--- src/rtl/bus_port_fifo.sv ---
// Per-terminal bus port: TX queue toward the arbiter, ID/broadcast-filtered RX
// queue toward the device, plus saturating overflow/underflow/drop counters.

module bus_port_fifo_q #(
  parameter int W     = 16,
  parameter int DEPTH = 8
) (
  input  logic         clk,
  input  logic         rst_n,
  input  logic         wr_req,
  input  logic [W-1:0] wr_data,
  input  logic         rd_req,
  output logic [W-1:0] rd_data,
  output logic         not_empty,
  output logic         full
);
  localparam int AW = $clog2(DEPTH);
  localparam logic [AW-1:0] PTR_ONE = 1;
  localparam logic [AW:0]   CNT_ONE = 1;
  localparam logic [AW:0]   CNT_MAX = DEPTH[AW:0];

  logic [W-1:0]  mem [DEPTH];
  logic [AW-1:0] wr_ptr, rd_ptr;
  logic [AW:0]   cnt;
  logic          rd_ok, wr_ok;

  assign not_empty = (cnt != '0);
  assign full      = (cnt == CNT_MAX);
  assign rd_ok     = rd_req && not_empty;
  // A pop in the same cycle frees the slot, so a full queue can still take a write.
  assign wr_ok     = wr_req && (!full || rd_ok);
  assign rd_data   = not_empty ? mem[rd_ptr] : '0;

  always_ff @(posedge clk)
    if (wr_ok) mem[wr_ptr] <= wr_data;

  always_ff @(posedge clk or negedge rst_n) begin
    if (!rst_n) begin
      wr_ptr <= '0;
      rd_ptr <= '0;
      cnt    <= '0;
    end else begin
      if (wr_ok) wr_ptr <= wr_ptr + PTR_ONE;
      if (rd_ok) rd_ptr <= rd_ptr + PTR_ONE;
      case ({wr_ok, rd_ok})
        2'b10:   cnt <= cnt + CNT_ONE;
        2'b01:   cnt <= cnt - CNT_ONE;
        default: cnt <= cnt;
      endcase
    end
  end
endmodule

module bus_port_fifo #(
  parameter int         pckg_sz   = 16,
  parameter int         depth     = 8,
  parameter logic [7:0] id        = 8'h00,
  parameter logic [7:0] broadcast = 8'hFF
) (
  input  logic               clk,
  input  logic               reset,
  input  logic               wr_en,
  input  logic [pckg_sz-1:0] wr_data,
  output logic               full,
  output logic               pndng,
  input  logic               pop,
  output logic [pckg_sz-1:0] D_pop,
  input  logic               push,
  input  logic [pckg_sz-1:0] D_push,
  input  logic               rd_en,
  output logic [pckg_sz-1:0] rd_data,
  output logic               rx_valid,
  output logic [7:0]         tx_ovf_cnt,
  output logic [7:0]         tx_unf_cnt,
  output logic [7:0]         rx_drop_cnt
);
  logic rx_full, rx_store, tx_ovf, tx_unf, rx_drop;

  assign rx_store = push && ((D_push[pckg_sz-1 -: 8] == id) ||
                             (D_push[pckg_sz-1 -: 8] == broadcast));

  bus_port_fifo_q #(.W(pckg_sz), .DEPTH(depth)) u_tx (
    .clk(clk), .rst_n(reset),
    .wr_req(wr_en), .wr_data(wr_data), .rd_req(pop),
    .rd_data(D_pop), .not_empty(pndng), .full(full)
  );

  bus_port_fifo_q #(.W(pckg_sz), .DEPTH(depth)) u_rx (
    .clk(clk), .rst_n(reset),
    .wr_req(rx_store), .wr_data(D_push), .rd_req(rd_en),
    .rd_data(rd_data), .not_empty(rx_valid), .full(rx_full)
  );

  assign tx_ovf  = wr_en && full && !(pop && pndng);
  assign tx_unf  = pop && !pndng;
  assign rx_drop = rx_store && rx_full && !(rd_en && rx_valid);

  always_ff @(posedge clk or negedge reset) begin
    if (!reset) begin
      tx_ovf_cnt  <= '0;
      tx_unf_cnt  <= '0;
      rx_drop_cnt <= '0;
    end else begin
      if (tx_ovf  && tx_ovf_cnt  != 8'hFF) tx_ovf_cnt  <= tx_ovf_cnt  + 8'd1;
      if (tx_unf  && tx_unf_cnt  != 8'hFF) tx_unf_cnt  <= tx_unf_cnt  + 8'd1;
      if (rx_drop && rx_drop_cnt != 8'hFF) rx_drop_cnt <= rx_drop_cnt + 8'd1;
    end
  end
endmodule

--- config.mk ---
export PLATFORM = sky130hd
export DESIGN_NAME = bus_port_fifo
export DESIGN_NICKNAME = d
export VERILOG_FILES = /design/src/rtl/bus_port_fifo.sv
export SDC_FILE = /design/constraint.sdc
export NUM_CORES = 1
export LEC_CHECK = 0
export BUFFER_PORTS_ARGS = -buffer_cell sky130_fd_sc_hd__buf_2
export CORE_MARGIN = 1
export CORE_UTILIZATION = 54
export DETAILED_ROUTE_END_ITERATION = 8
export PLACE_DENSITY = 0.82
export SYNTH_ARGS = -nofsm -noshare
export SYNTH_HDL_FRONTEND = slang
export SYNTH_SLANG_ARGS = --single-unit
export TNS_END_PERCENT = 50
--- constraint.sdc ---
create_clock -name clk -period 3.04 [get_ports clk]
set_input_delay 0.304 -clock clk [delete_from_list [all_inputs] [get_ports clk]]
set_output_delay 0.304 -clock clk [all_outputs]
set_load 0.02 [all_outputs]
==> flow_summary.yaml <==
critical_path:
  cp_num_buf_inv: 1
  max_stage_delay_ns: 0.52
  crit_top_cell: "xor2_1"
  cp-start-kind: "flip-flop"
  critPathRequiredTime_ns: 3.46
  critPathSlowestCell: "dfrtp_1"
  cp-end-kind: "flip-flop"
  worstSetupPathType: "reg2reg"
  critical_path.top_delay_family: "simple AND/OR/NAND/NOR gates"
  cp.arrival_ns: 3.04
  path_cells: "nor4b_2 > and2_1 > nor2b_1 > inv_1 > ha_1 > xor2_1 > ha_1 > a21oi_1 > xor2_1 > nor2_1 > xor2_1"
  cp_max_fo: 8
route:
  firstDrtPassIters: 4
  antenna_left: 0
  dr_total_vias: 6222
  vias_per_cell: 5.86
  drtIter0Drc: 483
  wl_mm: 23.4
  wl_per_cell_um: 22.1
  post-route-drc-count: 0
power_and_ir_drop:
  peakVddDrop_mv: 0.719
  p_comb_share_pct: 30.7
  p_seq_share_pct: 41.8
  p_sw_w: 0.00390
  powerDensity_mw_per_mm2: 892
  power.share.switching_pct: 31.3
  clock_power_share_pct: 27.5
  p_int_w: 0.00857
  leakage_nw: 5.07
floorplan:
  start_util_pct: 55.1
  core-area_sq_mm: 0.0219
  fp.dieArea_sq_mm: 0.0230
  die_x_um: 152
  fp.dieH_um: 152
  top_level_ports: 97
  rows: 54
clock_network:
  cts_buffer_depth: 3
  post_cts_buffers: 0
  numCtsBuffers: 29
  clkTransAtPathRegs_ns: 0.06
  cts_tree: "yes"
  root_buffer: "clkbuf_16"
  clock_latency_ns: 0.54
  cts_sinks: 300
  htree_levels: 1
outcome:
  status: "complete, no violations"
cells_and_area:
  final_common_cell: "edfxtp_1"
  drive_above_1_share_pct: 32.5
  layout_common_cells: "edfxtp_1, buf_2, mux4_2"
  final_core_util_pct: 63.9
  final_nets: 812
  area_growth_pct: 15.8
  stdcell_count: 1061
logic_synthesis:
  syn-num-nets: 683
  synth-seq-cells: 300
  syn_avg_cell_area_sq_um: 19.1
  yosysSeqAreaShare_pct: 72.8
  syn-cell-area_sq_mm: 0.0121
  syn_inst: 632
  ys.flop_type: "edfxtp_1"
  synthArstFlopShare_pct: 14.7
  ys_types: 47
  yosysWarnings: 0
  synth-edff-count: 256
global_routing:
  grt_overflow_total: 0
  first_global_vias: 6527
  grt_first_pass_wirelength_mm: 35.6
  antenna_found_initial: 3
  grt_max_degree: 45
  grt_use_total_pct: 21.0
timing:
  tightest_slew_ns: 0.973
  period_needed_ns: 2.61
  fin_skew_ns: 0.0202
  fmax_mhz: 383
  min_period_over_period_pct: 86.0
  final_max_slew_viol_count: 0
  setup_viol: 0
  grt_setup_unrepaired: "false"
  hold_slack_ns: 0.0320
  hold_viol: 0
  maxSlewHeadroom_pct: 35.1
placed_design:
  port_buffers: 96
  place_hpwl_mm: 13.9
  routabilityCongestion: 0.791
  dp.cells: 1009
min_path:
  hold_class: "in2reg"
job:
  drv_cap: 0
==> metal layers <==
| layer | global-route usage, % | share of wire (%) | wire, um | vias to the layer above |
|---|---|---|---|---|
| li1 | - | - | - | 2749 |
| met1 | 27.0 | 40 | 9420 | 3234 |
| met2 | 36.8 | 52 | 12100 | 192 |
| met3 | 3.86 | 5.8 | 1370 | 45 |
| met4 | 5.79 | 2.3 | 529 | 2 |
| met5 | 0 | 0.055 | 13 | - |
==> cells in the mapped netlist, types with 2 or more instances <==
cell type / n / area share [%]
buf_2: 8 / 0.33
buf_1: 3 / 0.093
a21boi_1: 2 / 0.12
nand4_1: 6 / 0.31
edfxtp_1: 256 / 64
nand3b_1: 2 / 0.12
o22ai_1: 2 / 0.10
mux2_2: 5 / 0.47
nand2b_1: 6 / 0.31
mux4_2: 64 / 12
nand3_1: 11 / 0.46
xor2_1: 14 / 1.0
inv_1: 7 / 0.22
nor4b_1: 2 / 0.15
nor4_1: 4 / 0.21
nor2_1: 48 / 1.5
and2_1: 4 / 0.21
dfrtp_1: 44 / 9.1
xnor2_1: 22 / 1.6
nor3_1: 5 / 0.21
nor4_4: 2 / 0.35
nor3b_1: 2 / 0.12
and3_1: 4 / 0.21
ha_1: 12 / 1.2
nand2_1: 27 / 0.84
a21oi_1: 3 / 0.12
mux2i_1: 33 / 2.7
clkbuf_1: 14 / 0.44
nand2_2: 2 / 0.10
==> path summary, 6_finish.rpt <==
kind / slack, ns / end / startpoint / cells after the start
worst max-delay path: 0.43 / u_tx.cnt[2]$_DFFE_PN0P_ / u_tx.cnt[1]$_DFFE_PN0P_ / 11
worst min-delay path: 0.03 / u_tx.mem[1][7]$_DFFE_PP_ / wr_data[7] / 1
worst max register to register: 0.43 / u_tx.cnt[2]$_DFFE_PN0P_ / u_tx.cnt[1]$_DFFE_PN0P_ / 11
worst min register to register: 0.50 / rx_drop_cnt[5]$_DFFE_PN0P_ / rx_drop_cnt[5]$_DFFE_PN0P_ / 1
max in group asynchronous: 1.92 / u_tx.rd_ptr[0]$_DFFE_PN0P_ / reset / 2
min in group asynchronous: 0.45 / tx_ovf_cnt[4]$_DFFE_PN0P_ / reset / 2
==> stage by stage <==
stage               area, sq um  setup WS, ns  power [W]  TNS [ns]
global route              14000         0.240     0.0130         0
floorplan                 12100        -0.173    0.00797     -2.76
finish                    14000         0.426     0.0125         0
detailed placement        13100         0.365    0.00916         0
global placement          13100         0.434    0.00901         0
CTS                       14000         0.411     0.0126         0
==> registers in the layout, indices dropped and copies added (netlist names) <==
register / flops
u_rx.mem: 128
u_tx.mem: 128
rx_drop_cnt: 8
tx_ovf_cnt: 8
tx_unf_cnt: 8
u_rx.cnt: 4
u_tx.cnt: 4
u_rx.rd_ptr: 3
u_rx.wr_ptr: 3
u_tx.rd_ptr: 3
u_tx.wr_ptr: 3
==> cell families (layout without fill, tap and decap cells) <==
kind of cell    after synthesis  in the layout  share of synthesized area [%]
fa+ha+maj                    13             13                           1.41
flops                       300            300                           72.8
buf+inv                      33            180                           1.11
xor+xnor                     36             36                           2.61
compound gates               15             15                           1.12
simple gates                131            131                           5.59
other cells                   0              2                              0
mux                         104            104                           15.4
==> power groups by stage <==
stage	clock [W]	combinational, W	sequential, W
5_1_grt	0.00362	0.00414	0.00525
3_5_place_dp	0	0.00387	0.00529
2_1_floorplan	0	0.00281	0.00517
4_1_cts	0.00350	0.00390	0.00521
6_report	0.00343	0.00383	0.00521
3_3_place_gp	0	0.00376	0.00525
==> layout make-up <==
type                    instances  area (sq um)
flip-flops and latches        300          8790
fillers                      1491          7910
multi-input cells             299          3200
clock buffers                  34           744
repair buffers                123           711
well taps                     280           350
clock inverters                15           155
inverters                       8          30.0
diodes                          2          5.00
==> repair_timing <==
action / CTS / global route
gates resized for setup: 0 / 0
hold buffers: 1 / 0
hold endpoints to repair: 44 / 0
No activity file was read; power rests on OpenSTA's default activity.
